===== config.mk =====
export PLATFORM = sky130hd
export DESIGN_NAME = pipe_stage_regs
export DESIGN_NICKNAME = d
export VERILOG_FILES = /design/src/rtl/pipe_stage_regs.sv
export SDC_FILE = /design/constraint.sdc
export NUM_CORES = 1
export LEC_CHECK = 0
export CORE_MARGIN = 3
export CORE_UTILIZATION = 36
export CTS_CLUSTER_SIZE = 12
export DETAILED_ROUTE_END_ITERATION = 16
export GPL_TIMING_DRIVEN = 0
export PLACE_DENSITY = 0.86
export SYNTH_ARGS = -nofsm -noshare
export SYNTH_HDL_FRONTEND = slang
export SYNTH_SLANG_ARGS = --single-unit

===== constraint.sdc =====
create_clock -name clk -period 0.8 [get_ports clk]
set_input_delay 0.2 -clock clk [delete_from_list [all_inputs] [get_ports clk]]
set_output_delay 0.2 -clock clk [all_outputs]
set_load 0.005 [all_outputs]

===== src/rtl/pipe_stage_regs.sv =====
// Pipeline state for a 5-stage core: PC, IF/ID and ID/EX registers with stall/flush control.
// Define PIPE_PERF_CNT_EN to build the saturating stall/flush performance counters.
module pipe_stage_regs #(
  parameter logic [31:0] RESET_PC = 32'h0000_3000
) (
  input  logic        clk,
  input  logic        rst,
  input  logic        StallF,
  input  logic        StallD,
  input  logic        FlushD,
  input  logic        FlushE,
  input  logic [31:0] npcF,
  input  logic [31:0] instrF,
  input  logic [4:0]  rsD,
  input  logic [4:0]  rtD,
  input  logic [4:0]  rwD,
  input  logic [7:0]  ctrlD,
  input  logic [31:0] rdata1D,
  input  logic [31:0] rdata2D,
  output logic [31:0] pcF,
  output logic [31:0] pcD,
  output logic [31:0] instrD,
  output logic        validD,
  output logic        validE,
  output logic [4:0]  rsE,
  output logic [4:0]  rtE,
  output logic [4:0]  rwE,
  output logic [7:0]  ctrlE,
  output logic [31:0] rdata1E,
  output logic [31:0] rdata2E,
  output logic [15:0] stall_cnt,
  output logic [15:0] flush_cnt
);

  // A bubble entering E must never write the register file or memory.
  function automatic logic [7:0] kill_writes(input logic [7:0] ctrl, input logic vld);
    return vld ? ctrl : (ctrl & 8'h5F);
  endfunction

  // Fetch stage boundary: PC register
  always_ff @(posedge clk or negedge rst) begin
    if (!rst) begin
      pcF <= RESET_PC;
    end else if (!StallF) begin
      pcF <= npcF;
    end
  end

  // IF/ID boundary: stall outranks flush, and a suppressed flush is dropped
  always_ff @(posedge clk or negedge rst) begin
    if (!rst) begin
      pcD    <= '0;
      instrD <= '0;
      validD <= 1'b0;
    end else if (!StallD) begin
      if (FlushD) begin
        pcD    <= '0;
        instrD <= '0;
        validD <= 1'b0;
      end else begin
        pcD    <= pcF;
        instrD <= instrF;
        validD <= 1'b1;
      end
    end
  end

  // ID/EX boundary: never stalls, so a held decode stage with FlushE emits one bubble per cycle
  always_ff @(posedge clk or negedge rst) begin
    if (!rst) begin
      rsE     <= '0;
      rtE     <= '0;
      rwE     <= '0;
      ctrlE   <= '0;
      rdata1E <= '0;
      rdata2E <= '0;
      validE  <= 1'b0;
    end else if (FlushE) begin
      rsE     <= '0;
      rtE     <= '0;
      rwE     <= '0;
      ctrlE   <= '0;
      rdata1E <= '0;
      rdata2E <= '0;
      validE  <= 1'b0;
    end else begin
      rsE     <= rsD;
      rtE     <= rtD;
      rwE     <= rwD;
      ctrlE   <= kill_writes(ctrlD, validD);
      rdata1E <= rdata1D;
      rdata2E <= rdata2D;
      validE  <= validD;
    end
  end

`ifdef PIPE_PERF_CNT_EN
  function automatic logic [15:0] sat_inc(input logic [15:0] cnt, input logic en);
    return (en && (cnt != 16'hFFFF)) ? cnt + 16'd1 : cnt;
  endfunction

  always_ff @(posedge clk or negedge rst) begin
    if (!rst) begin
      stall_cnt <= '0;
      flush_cnt <= '0;
    end else begin
      stall_cnt <= sat_inc(stall_cnt, StallD);
      flush_cnt <= sat_inc(flush_cnt, FlushD | FlushE);
    end
  end
`else
  assign stall_cnt = '0;
  assign flush_cnt = '0;
`endif

endmodule

==> results.ini <==
[sta]
rsz0062_at_grt=true
min_period_over_period_pct=160
finClkSkew_ns=0.00967
relSlewSlack_pct=55.2
setup_viol_count_final=224
timing.final.hold_violations=81
fmax_ghz=0.783
layout_setup_ws_ns=-0.477
finalCriticalPeriod_ns=1.28
slew_viol_final=0
tightest_slew_ns=0.672
worst_hold_slack_ns=-0.323

[placed_design]
dpl.hpwl_microns=15900
place_ws_ns=-0.773
routabilityCongestion=0.758
portBuffers=338

[die]
dieArea_sq_um=21500
core_area_sq_um=19100
die-height_microns=147
num_rows=50
die_w_microns=147
initial_core_util_pct=37.3
pin_count=374

[cts]
cts_buffers=17
path_clk_slew_ns=0.07
insertion_delay_ns=0.42
cts_tree=done
cts_root_buf=clkbuf_16
htreeDepth=4
cts_sinks=185
clk_path_buf_depth=2

[setup_path]
end_kind=output pin
cp.arrival_ns=1.08
crit_buf_inv=1
r2r_slack_ns=-0.23
crit_start=pcF[13]
r2r_end=ctrlE[7]
path_depth=1
r2r_start=validD
path_cells=buf_6
endpoint=pcF[13]
cp_max_fo=3
max_stage_delay_ns=0.56
cp_slowest_cell=dfstp_2
cp_data_required_time_ns=0.60
ff2ff_path_depth=4
path_class=flop to output pin
critical-path-top-delay-family=flip-flops
critPathLaunchType=flop

[logic_synthesis]
yosysWarnings=0
avgSynthCellArea_sq_um=12.6
synth_cell_types=20
synth_seq_cells=185
synthesis.area_sq_um=7130
ys_seq_area_share_pct=65.0
synthCells=566

[global_route]
grt_start_max_net_pins=105
grt_antenna_before_repair=1
grt_pass1_vias=5945
grt_first_pass_wirelength_microns=33700
grt.total_usage_pct=20.1
overflow=0

[status]
violations=hold timing, setup timing
status=finished with violations

[flow_run]
maxCapViolations=0

[pwr]
netSwitchingFraction_pct=25.7
pwr-share-clk_pct=38.4
power_frac_seq_pct=44.4
total_power_mw=23.3
p_comb_share_pct=17.2
power_density_nw_per_um2=2020
intPower_mw=17.3
vdd_drop_max_mv=1.29
p_switching_mw=6.00
p_leak_nw=5.87

[route]
via_count=5680
drt-vias-per-instance=4.37
totalWireLength_microns=22400
postRouteAntennaNets=0
post-route-drc-count=0
drtPass1Iterations=4
drtIter0Drc=165
post_drt_wl_per_cell_microns=17.3

[final_layout]
diodes=0
syn2layout_area_growth_pct=61.6
nets=1184
drive_above_1_share_pct=39.1

[hold_path]
hp-class=input port to asynchronous set/reset pin

-- final cells by class --
cell class | instances | area (sq um)
Sequential cell | 185 | 4630
Buffer | 66 | 492
Inverter | 1 | 3.75
Clock inverter | 14 | 178
Clock buffer | 18 | 439
Fill cell | 1497 | 7560
Multi-Input combinational cell | 345 | 2220
Timing Repair Buffer | 411 | 3230
Tap cell | 260 | 325
-- Yosys cell counts, drive strengths merged --
cell type / count / area [sq um]
dfrtp: 183 / 4580
buf: 58 / 439
o21ai: 64 / 320
mux2i: 1 / 10.0
and2: 2 / 12.5
nor2b: 71 / 444
clkbuf: 8 / 33.8
conb: 1 / 3.75
mux2: 32 / 473
and2b: 15 / 113
nand2b: 64 / 400
inv: 1 / 3.75
nand2: 64 / 240
dfstp: 2 / 52.6
-- power groups by stage --
stage	sequential, mW	combinational (mW)	clock (mW)
floorplan	10.6	1.14	0
global placement	10.5	3.80	0
detailed placement	10.6	3.89	0
CTS	10.3	3.73	9.11
global route	10.4	4.35	9.45
finish	10.4	4.01	8.95
-- through the flow --
stage               std cells   TNS, ns  instance area, sq um  utilization [%]
floorplan                 597     -1.73                  7250                -
global placement         1195  -1582.13                 11000             57.4
detailed placement       1196   -158.49                 11000             57.6
CTS                      1284    -67.03                 11200             58.5
global route             1300    -72.37                 11500             60.4
finish                   1300    -63.65                 11500             60.4
-- logic make-up (layout without fill, tap and decap cells) --
logic type | Yosys count | count (layout) | share of synthesized area (%)
AOI/OAI and AO/OA | 64 | 64 | 4.50
muxes | 33 | 33 | 6.78
and+or+nand+nor | 216 | 216 | 17.0
DFF | 185 | 185 | 65.0
buffers and inverters | 67 | 510 | 6.69
other | 1 | 32 | 0.0526
-- flip-flops by register name (all words and copies together), names as in the netlist --
signal / count
pcF: 32
pcD: 32
validE: 1
rdata1E: 32
rsE: 5
rtE: 5
instrD: 32
rwE: 5
ctrlE: 8
validD: 1
rdata2E: 32
-- how the worst min path moves through the flow --
stage	from	endpoint	cells past startpoint
final	rst	pcF[2]	1
after global routing	rst	pcF[2]	1
after CTS	rst	pcF[2]	1
after detailed placement	rst	pcF[2]	1
after global placement	instrD[31]	instrD[31]	2
after floorplan	rst	ctrlE[0]	0
-- repair_timing --
action                                 4_1_cts  5_1_grt
gates cloned                                 0        0
endpoints found under the hold margin       81       81
setup buffers                               56       31
pin swaps                                    0        2
setup endpoints to repair                  272      344
resized for setup                          755       70
-- per-layer routing --
layer / share of wire (%) / wire (microns) / track usage, %
met5: 0.058 / 13 / 0
met4: 2.4 / 528 / 5.88
met3: 8.3 / 1850 / 7.37
met2: 52 / 11700 / 35.8
met1: 37 / 8340 / 22.7
-- cells in the final DEF, fill, tap and decap left out --
master             n
o21ai_2            3
and2_1             1
clkinvlp_4         1
nand2b_4           5
mux2_4            32
nor2b_4            1
buf_16             1
o21ai_1           55
clkdlybuf4s50_1  151
conb_1            32
buf_6             49
nand2_1           57
clkbuf_1           3
buf_4             72
clkinv_4           1
mux2i_1            1
dfrtp_1          183
clkbuf_8           1
and2b_1           15
buf_2            190
clkinv_8           1
clkbuf_2           6
nand2_2            7
nand2b_1          59
inv_2              1
o21ai_0            6
buf_12             5
clkbuf_16         17
nor2b_1           70
bufinv_16          2
dfstp_2            2
inv_8              4
inv_6              4
and2_4             1
clkinv_2           1
(Power assumes the default switching activity.)
